==> src/rtl/modulator_pkg.sv <==
// modulator_pkg: shared widths, state encoding and table entry type for the modulator sequencer
package modulator_pkg;
  localparam int NUM_STEPS = 4;
  localparam int STEP_W = $clog2(NUM_STEPS);
  localparam int DIV_W = 8;
  localparam int LEN_W = 8;
  localparam logic [1:0] ST_IDLE = 2'd0;
  localparam logic [1:0] ST_LOAD = 2'd1;
  localparam logic [1:0] ST_RUN = 2'd2;
  localparam logic [1:0] ST_DONE = 2'd3;
  typedef struct packed {
    logic [DIV_W-1:0] div;
    logic [LEN_W-1:0] len;
  } entry_t;
endpackage

==> src/rtl/modulator_step_table.sv <==
// modulator_step_table: 4-entry {div,len} register file, one write port, async read
module modulator_step_table
  import modulator_pkg::*;
(
  input  logic              clk,
  input  logic              reset,
  input  logic              we,
  input  logic [STEP_W-1:0] waddr,
  input  entry_t            wdata,
  input  logic [STEP_W-1:0] raddr,
  output entry_t            rdata
);
  entry_t mem [NUM_STEPS];
  always_ff @(posedge clk or posedge reset)
    if (reset) for (int i = 0; i < NUM_STEPS; i++) mem[i] <= '0;
    else if (we) mem[waddr] <= wdata;
  assign rdata = mem[raddr];
endmodule

==> src/rtl/modulator_sequencer.sv <==
// modulator_sequencer: plays a table of (half-period, period count) entries as a modulated clock
module modulator_sequencer
  import modulator_pkg::*;
(
  input  logic              clk,
  input  logic              reset,
  input  logic              start,
  input  logic              stop,
  input  logic              loop_en,
  input  logic              cfg_we,
  input  logic [STEP_W-1:0] cfg_addr,
  input  logic [DIV_W-1:0]  cfg_div,
  input  logic [LEN_W-1:0]  cfg_len,
  output logic              out,
  output logic              busy,
  output logic [STEP_W-1:0] step,
  output logic              done
);
  logic [1:0] state;
  logic pass_played;
  logic [DIV_W-1:0] half;
  logic [LEN_W-1:0] periods;
  entry_t cur;
  logic skip, last, wrap;
  logic [1:0] adv_state;
  logic [STEP_W-1:0] adv_step;
  modulator_step_table u_table (
    .clk(clk),
    .reset(reset),
    .we(cfg_we && !busy),
    .waddr(cfg_addr),
    .wdata({cfg_div, cfg_len}),
    .raddr(step),
    .rdata(cur)
  );
  assign busy = state == ST_LOAD || state == ST_RUN;
  assign done = state == ST_DONE;
  assign skip = cur.div == '0 || cur.len == '0;
  assign last = step == STEP_W'(NUM_STEPS - 1);
  // pass_played stops an all-skip table from looping forever
  assign wrap = last && loop_en && pass_played;
  assign adv_state = last && !wrap ? ST_DONE : ST_LOAD;
  assign adv_step = wrap ? '0 : last ? step : step + 1'b1;
  always_ff @(posedge clk or posedge reset)
    if (reset) begin
      state <= ST_IDLE;
      out <= 1'b0;
      step <= '0;
      pass_played <= 1'b0;
      half <= '0;
      periods <= '0;
    end else if (stop) begin
      state <= ST_IDLE;
      out <= 1'b0;
    end else if (state == ST_IDLE) begin
      if (start) begin
        state <= ST_LOAD;
        step <= '0;
        pass_played <= 1'b0;
      end
    end else if (state == ST_LOAD) begin
      if (skip) begin
        state <= adv_state;
        step <= adv_step;
        if (wrap) pass_played <= 1'b0;
      end else begin
        half <= cur.div - 1'b1;
        periods <= cur.len;
        pass_played <= 1'b1;
        state <= ST_RUN;
      end
    end else if (state == ST_RUN) begin
      half <= half == '0 ? cur.div - 1'b1 : half - 1'b1;
      if (half == '0) begin
        out <= ~out;
        if (out) begin
          periods <= periods - 1'b1;
          if (periods == LEN_W'(1)) begin
            state <= adv_state;
            step <= adv_step;
            if (wrap) pass_played <= 1'b0;
          end
        end
      end
    end else state <= ST_IDLE;
endmodule

==> config.mk <==
export PLATFORM = sky130hd
export DESIGN_NAME = modulator_sequencer
export DESIGN_NICKNAME = d
export VERILOG_FILES = /design/src/rtl/modulator_pkg.sv /design/src/rtl/modulator_step_table.sv /design/src/rtl/modulator_sequencer.sv
export SDC_FILE = /design/constraint.sdc
export NUM_CORES = 1
export LEC_CHECK = 0
export BUFFER_PORTS_ARGS = -buffer_cell sky130_fd_sc_hd__buf_2
export CORE_ASPECT_RATIO = 1.5
export CORE_UTILIZATION = 45
export DETAILED_ROUTE_END_ITERATION = 10
export SLEW_MARGIN = 20
export SYNTH_ARGS = -nofsm -noshare
export SYNTH_HDL_FRONTEND = slang
export SYNTH_SLANG_ARGS = --single-unit
==> constraint.sdc <==
create_clock -name clk -period 2.7 [get_ports clk]
set_input_delay 0.27 -clock clk [delete_from_list [all_inputs] [get_ports clk]]
set_output_delay 0.27 -clock clk [all_outputs]
set_load 0.03 [all_outputs]
Word-level counts from Yosys, hierarchy flattened:

Index checks and enable logic that the tools add are counted.

* flip-flop bits (word level): 86
* bits of input ports: 24

* muxes and demuxes: 49
* order comparisons: 3
* reductions and logical operators: 28
* add/subtract/negate cells: 4
* bitwise logic cells: 5
* equal/unequal tests: 14

Operators with widths (count)
* 8-bit two-way mux: 9
* 64-bit bitwise mux: 1
* 16-bit two-way mux: 3
* 2-bit two-way mux: 20
* 16-bit binary-select mux with 2-bit select: 1
* 16-bit demux with 2-bit select: 1
* 8-bit logical NOT: 3
* 8-bit by 1-bit subtractor with 8-bit output, second input constant: 3
* 1-bit two-way mux: 14
* 4-bit AND reduction: 3
* 6-bit AND reduction: 2
* 3-bit nonzero test: 4
* 5-bit by 4-bit inequality test with 1-bit output, second input constant: 2
* 2-bit nonzero test: 5
* 8-bit by 1-bit equality test with 1-bit output, second input constant: 1
* 2-bit inequality test, second input constant: 4
* 7-bit AND reduction: 1
* 2-bit equality test, second input constant: 3
* 3-bit greater-or-equal comparator, second input constant: 2
* 3-bit inequality test, second input constant: 2
* 2-bit NOT with 3-bit output: 2
* 1-bit logical AND: 5
* 5-bit inequality test, second input constant: 1
* 3-bit by 1-bit < comparator with 1-bit output, second input constant: 1
* other kinds (6): 10

Depth between registers and ports, before layout:

Gate-level depths: netlist of run 1.

* depth in word-level cells: 13
* depth in mapped cells: 10
* mapped depth without buffers: 8

Cells and area by module:

From an unflattened synthesis of run 1, not the netlist that was laid out.

* cell total of the unflattened synthesis: 368
* area, all modules: 4540.6 um^2

By module, submodules not included
* modulator_step_table: cells an instance 157, instances 1, area an instance 2797.7 um^2
* modulator_sequencer: cells an instance 211, instances 1, area an instance 1742.9 um^2

Worst setup path after synthesis of run 1:

Ideal clock, no wire load.

* path kind: flip-flop to flip-flop
* start: register step[0]
* end: register half[6]
* stages on the path, launching flop included: 11
* data required time: 2.577 ns
* clock period less this slack: 2.540 ns
* setup slack: 0.160 ns
* arrival time: 2.417 ns
* setup time: 0.123 ns
* cell sequence: dfrtp_1 -> buf_6 -> buf_8 -> mux4_1 -> inv_1 -> ha_1 -> nor3b_1 -> nand2_1 -> xnor2_1 -> o21ai_0 -> a21oi_1

* cells in the longest elaborated chain, start to end: 8
* elaborated cells on any way between the ends: 14
* classes of those cells: add/sub: 1; eq/ne: 1; mux: 7; bitwise: 1; reduce/logical: 4

Ends and longest elaborated chain
* start: declaration: RTL line modulator_sequencer.sv:16 `output logic [STEP_W-1:0] step,`
* start signal: assignment: RTL line modulator_sequencer.sv:64 `step <= adv_step;`
* start signal: assignment: RTL line modulator_sequencer.sv:80 `step <= adv_step;`
* 2-bit NOT with 3-bit output (implied by the code) (*): RTL line modulator_step_table.sv:17 `assign rdata = mem[raddr];`
* 16-bit binary-select mux with 2-bit select (*): RTL line modulator_step_table.sv:17
* 16-bit two-way mux (implied by the code) (*) (2 in series): RTL line modulator_step_table.sv:17
* 8-bit by 1-bit subtractor with 8-bit output / 8-bit logical NOT (equally long branches): RTL line modulator_sequencer.sv:67, modulator_sequencer.sv:73, modulator_sequencer.sv:38
* 8-bit two-way mux / 1-bit logical OR (equally long branches): RTL line modulator_sequencer.sv:73, modulator_sequencer.sv:38
* 8-bit two-way mux / 2-bit inequality test (equally long branches)
* 8-bit two-way mux / 4-bit AND reduction (equally long branches)
* end signal: assignment: RTL line modulator_sequencer.sv:67 `half <= cur.div - 1'b1;`
* end signal: assignment: RTL line modulator_sequencer.sv:73 `half <= half == '0 ? cur.div - 1'b1 : half - 1'b1;`
* end: declaration: RTL line modulator_sequencer.sv:21 `logic [DIV_W-1:0] half;`

Every way passes the cells marked *; elsewhere a longest branch is shown, timed or not. The select of a mux whose other input is x is not followed.
A chain may end at the register's enable or synchronous reset.

Final worst setup path of run 1:

* start: register step[0]
* end: register half[5]

The elaborated chain is that of the path after synthesis.

==> impl_metrics.toml, run 1 <==
[pwr]
power.internal_mw = 3.368
peakVddDrop_mv = 0.4064
total_power_mw = 5.030
cellLeakagePower_nw = 2.171
comb_power_share = 0.352
p_switching_mw = 1.661
seqPwrFrac = 0.396
p_clk_frac = 0.251
p_per_area_nw_per_um2 = 969.3
p_sw_frac = 0.3303

[clock_tree]
h-tree-depth = 3
cts-root-buf = "clkbuf_16"
cts_tree = "yes"
post-cts-setup-buffers = 0
ctsLongestPathBuffers = 2
cts_buffers = 9
cts_hold_buf = 0
path_clk_slew_ns = 0.06
clock-sinks = 86
insertion_delay_ns = 0.34
cts.repair.resized = 0

[sta]
min_period_ns = 2.446
drv_slew = 0
finalSetupViolations = 0
worst_slack_ns = 0.2537
setup_tns_ns = 0
fmax_mhz = 408.8
worst_slew_margin_rel = 0.5375
clock_skew_ns = 0.007004
hold_violations = 2
tightest_slew_ns = 0.6912
post-route-period-util = 0.9060
rsz0062_at_grt = "no"
hold_ws_ns = -0.002307

[layout]
fin_nets = 441
area_delta_synth_final_pct = 14.24
drive_gt1_frac = 0.3390
finish.instance_area_um2 = 5189
antennaDiodeCount = 0
multiInputGateArea_um2 = 2262
fin_util = 0.5325
num-fill-cells = 850
ff_latch_area_um2 = 2152
stdcell_count = 525

[run_status]
violations = "design-rule violations, negative hold slack"
status = "finished with violations"

[worst_setup_path]
cp_data_arrival_time_ns = 2.67
worst_r2r_path_depth = 7
end_kind = "register"
cp_data_required_time_ns = 2.92
critPathSlowestCell = "mux4_1"
cp_top_family = "multiplexers"
r2r_start = "step[0]"
startpoint = "step[0]"
r2r-end = "half[5]"
crit_path_max_incr_delay_ns = 0.65
cp-start-kind = "register"
crit_type = "reg -> reg"
cp_num_buf_inv = 2
reg2reg_slack_ns = 0.25
worstPathCellList = "buf_12, mux4_1, nor4_2, a32o_2, a21oi_2, buf_4, a32o_1"
crit_fanout = 21

[synthesis]
syn-cell-area_um2 = 4542
ys_warn_count = 0
ys_seq_area_frac = 0.4738
ys_seq_elements = 86
yosys.area.top_type_share = 0.4738
ys_types = 50
synth.area.top_cells = "dfrtp_1 47%, mux2_2 16%, mux4_1 6.4%, ha_1 3.3%, mux4_2 2.5%"
netlist.top_cell.by_area = "dfrtp_1"
syn_avg_cell_area_um2 = 12.38
syn_nets = 403
synthCells = 367

[detailed_routing]
wl_met1_um = 4304
drtIter0Drc = 136
highest_layer = "met4"
avgRoutedWirePerCell_um = 18.23
via_count = 3042
wl_met2_um = 4884
wl_met3_um = 246
drtAntennaViolNets = 0
wl_um = 9570
drc_errors = 6
via_per_inst = 5.794
firstDrtPassIters = 7

[floorplan]
die_height_um = 125.0
boundaryPins = 29
core_area_um2 = 9744
die_x_um = 84.03
start_util = 0.4661
dieArea_um2 = 10510
rows = 44

[global_routing]
grt_overflow = 0
grt_max_degree = 87
grt_usage = 0.2028
antenna_found_initial = 0
grt_pass1_wl_um = 16520
grt_pass1_vias = 3235

[place]
placed_area_um2 = 4880
dp_cells = 509
port-buffer-count = 28
hpwl_um = 6573
place_ws_ns = 0.2441
routabilityCongestion = 0.8443

[job]
maxCapViolCount = 0

[worst_hold_path]
hold_class = "in -> async"
## Yosys cell counts, drive strengths merged
master and count:
mux2 64, or4 2, nand3b 2, clkinv 1, a221oi 1, or3 3, nor3 6, buf 9
o21bai 2, o21ai 18, a21oi 18, mux4 16, nand4 4, a31o 1, nand3 10, mux2i 5
inv 11, ha 12, and3 1, dfrtp 86, a32o 3, nand2b 3, a22oi 3, nor3b 4
o311ai 1, nor2 28, xnor2 6, and2 1, clkbuf 5, a32oi 1, o31ai 1, o21a 1
o211ai 1, xor2 5, nand2 20, nor2b 3, a211oi 3, nor4 6
## layout by cell type (no fill, tap or decap), types with 3 or more instances in the layout
master and count:
dfrtp_1 86, mux2_2 64, nor2_1 28, buf_2 28
nand2_1 20, o21ai_0 17, a21oi_1 17, ha_1 12
mux4_1 11, nand3_1 10, inv_1 10, buf_4 10
clkbuf_16 9, nor3_1 6, xnor2_1 6, xor2_1 5
mux4_2 5, mux2i_1 5, nand4_1 4, nor2b_1 3
nor4_2 3, nor3b_1 3, nand2b_1 3, clkinv_2 3
or3_1 3, buf_12 3
## power by group through the flow
stage	clock, mW	combinational, mW	sequential (mW)
after floorplan	0	1.39	1.93
after global placement	0	1.73	2.00
after detailed placement	0	1.77	2.02
after CTS	1.31	1.79	2.00
after global routing	1.37	1.95	2.06
final	1.26	1.77	1.99
## final cells by class
cell class	count	share of cell area
Multi-Input combinational cell	255	0.4360
Clock inverter	5	0.01085
Sequential cell	86	0.4148
Inverter	12	0.008922
Tap cell	115	0.02773
Clock buffer	11	0.04871
Timing Repair Buffer	41	0.05305
## worst register-to-register path, cell delays in order, from the launching register on
cell	delay [ns]
dfrtp_1	0.37
buf_12	0.20
mux4_1	0.65
nor4_2	0.39
a32o_2	0.22
a21oi_2	0.08
buf_4	0.20
a32o_1	0.23
## cells by family (layout without fill, tap and decap cells)
logic type,Yosys count,in the layout,synth area share
mux,85,85,0.2581
xor+xnor,11,11,0.02121
fa+ha+maj,12,12,0.03306
flops,86,86,0.4738
simple gates,93,93,0.1069
compound gates,54,54,0.07769
buf+inv,26,69,0.02920
## worst max path at each step
| stage | end | slack, ns | cells past startpoint |
|---|---|---|---|
| 3_3_place_gp | half[0] | 0.25 | 8 |
| 2_1_floorplan | half[6] | 0.16 | 10 |
| 6_report | half[5] | 0.25 | 7 |
| 5_1_grt | half[6] | 0.04 | 9 |
| 4_1_cts | half[5] | 0.24 | 7 |
| 3_5_place_dp | half[0] | 0.24 | 8 |
## sequential cells by signal, indices dropped and copies added, names as in the netlist
name         flops
u_table.mem     64
step             2
pass_played      1
periods          8
out              1
state            2
half             8
## routing by layer
layer  GRT usage  vias up
met5           0        -
met3     0.03498        9
met1      0.2632     1538
li1            -     1438
met2      0.3341       57
met4     0.08722        0
(Power assumes the default switching activity.)
==> inputs of run 2 (changes only) <==
- MAX_ROUTING_LAYER: unset -> met4
- SLEW_MARGIN: 20 -> 10
==> run 2 against run 1 <==
Net effect:
- the run still ends with design-rule violations, negative hold slack left
- total power is essentially flat
- clock power is essentially flat
- cell count is the same
- setup slack gained 0.0077 ns
- fmax grew 0.31%
- flip-flop and latch count is the same
- critical endpoint unchanged
- die area is the same
- combinational power is essentially flat
- sequential share of layout area is the same
==> impl_metrics.toml, run 2 (same netlist as run 1, synthesis figures left out) <==
[layout]
largest_register = "u_table.mem"
multiInputGateArea_um2 = 2262
ff_latch_area_um2 = 2152
mostFrequentLayoutCells = "86 x dfrtp_1, 64 x mux2_2, 28 x nor2_1, 28 x buf_2, 20 x nand2_1"
finish.instance_area_um2 = 5189
largest_reg_flops = 64
num-fill-cells = 850
final_common_cell = "dfrtp_1"
drive_gt1_frac = 0.3390
fin_nets = 441
antennaDiodeCount = 0
reg_top3 = "u_table.mem (64), half (8), periods (8)"
area_delta_synth_final_pct = 14.24

[detailed_routing]
avgRoutedWirePerCell_um = 18.18
drc_errors = 6
drtIter0Drc = 133
wl_um = 9546
firstDrtPassIters = 7
via_count = 3017
drtAntennaViolNets = 0
via_per_inst = 5.747

[worst_setup_path]
cp_data_required_time_ns = 2.92
cp_top_family = "multiplexers"
cp-start-kind = "register"
worstPathCellList = "buf_12, mux4_1, nor4_2, a32o_2, a21oi_2, buf_4, a32o_1"
crit_fanout = 21
end_kind = "register"
crit_path_max_incr_delay_ns = 0.63
cp_num_buf_inv = 2
cp_data_arrival_time_ns = 2.66
critPathSlowestCell = "mux4_1"
crit_type = "reg -> reg"

[clock_tree]
post-cts-setup-buffers = 0
insertion_delay_ns = 0.34
cts_buffers = 9
h-tree-depth = 3
cts_tree = "yes"
ctsLongestPathBuffers = 2
cts.repair.resized = 0
clock-sinks = 86
path_clk_slew_ns = 0.06
cts_hold_buf = 0
cts-root-buf = "clkbuf_16"

[floorplan]
core_area_um2 = 9744
die_x_um = 84.03
boundaryPins = 29
start_util = 0.4661
die_height_um = 125.0
rows = 44
dieArea_um2 = 10510

[sta]
tightest_slew_ns = 0.6773
clock_skew_ns = 0.006127
worst_slew_margin_rel = 0.5468
drv_slew = 0
post-route-period-util = 0.9032
fmax_mhz = 410.1
hold_ws_ns = -0.03671
setup_tns_ns = 0
min_period_ns = 2.439
rsz0062_at_grt = "no"
hold_violations = 8
finalSetupViolations = 0

[pwr]
seqPwrFrac = 0.397
peakVddDrop_mv = 0.4074
power.internal_mw = 3.368
p_sw_frac = 0.3301
cellLeakagePower_nw = 2.171
p_per_area_nw_per_um2 = 969.1
comb_power_share = 0.352
p_clk_frac = 0.252
p_switching_mw = 1.660

[global_routing]
antenna_found_initial = 0
grt_max_degree = 87
grt_pass1_vias = 3232
grt_pass1_wl_um = 16540
grt_overflow = 0
grt_usage = 0.2093

[worst_hold_path]
hold_class = "in -> async"

[job]
maxCapViolCount = 0

[place]
placed_area_um2 = 4880
hpwl_um = 6573
routabilityCongestion = 0.8575
port-buffer-count = 28

[run_status]
status = "finished with violations"
violations = "design-rule violations, negative hold slack"
## run 2: cell counts in the layout (fill, tap and decap cells not counted)
No cell type changed its count.
## run 2: metal layers
layer	part of all wire	vias to the layer above	GRT usage	wire length, um
li1	-	1439	-	-
met1	0.45	1510	0.2637	4275
met2	0.51	56	0.3351	4846
met3	0.026	12	0.03432	251
met4	0.018	0	0.08722	172
met5	0	-	-	0
## run 2: through the flow
step,setup WS [ns],instances,power (mW),util
after global routing,0.04022,525,5.376,0.5325
after global placement,0.2537,509,3.730,0.5008
after detailed placement,0.2441,509,3.790,0.5008
after CTS,0.2399,525,5.093,0.5325
final,0.2614,525,5.029,0.5325
after floorplan,0.1597,367,3.321,-
## run 2: area by class of cell
type | instances | share of cell area
clock buffers | 11 | 0.04871
well taps | 115 | 0.02773
clock inverters | 5 | 0.01085
repair buffers | 41 | 0.05305
multi-input cells | 255 | 0.4360
inverters | 12 | 0.008922
flip-flops and latches | 86 | 0.4148
## run 2: path summary, 6_finish.rpt
check / startpoint / to / slack, ns / depth (start not counted)
max reg2reg: step[0] / half[5] / 0.26 / 7
min: reset / half[0] / -0.04 / 3
max in group asynchronous: reset / u_table.mem[59] / 2.28 / 3
max: step[0] / half[5] / 0.26 / 7
min reg2reg: u_table.mem[45] / u_table.mem[45] / 0.50 / 1
min in group clk: stop / out / 0.18 / 2
## run 2: worst register-to-register path, delay by kind of cell (launching register included)
kind	cells	cell delay [ns]
compound gates	3	0.53
flops	1	0.37
mux	1	0.63
buf+inv	2	0.40
simple gates	1	0.39
## run 2: power by group through the flow
stage	clock network (mW)	logic (mW)	registers, mW
2_1_floorplan	0	1.39	1.93
3_3_place_gp	0	1.73	2.00
3_5_place_dp	0	1.77	2.02
4_1_cts	1.31	1.79	2.00
5_1_grt	1.36	1.95	2.06
6_report	1.27	1.77	1.99
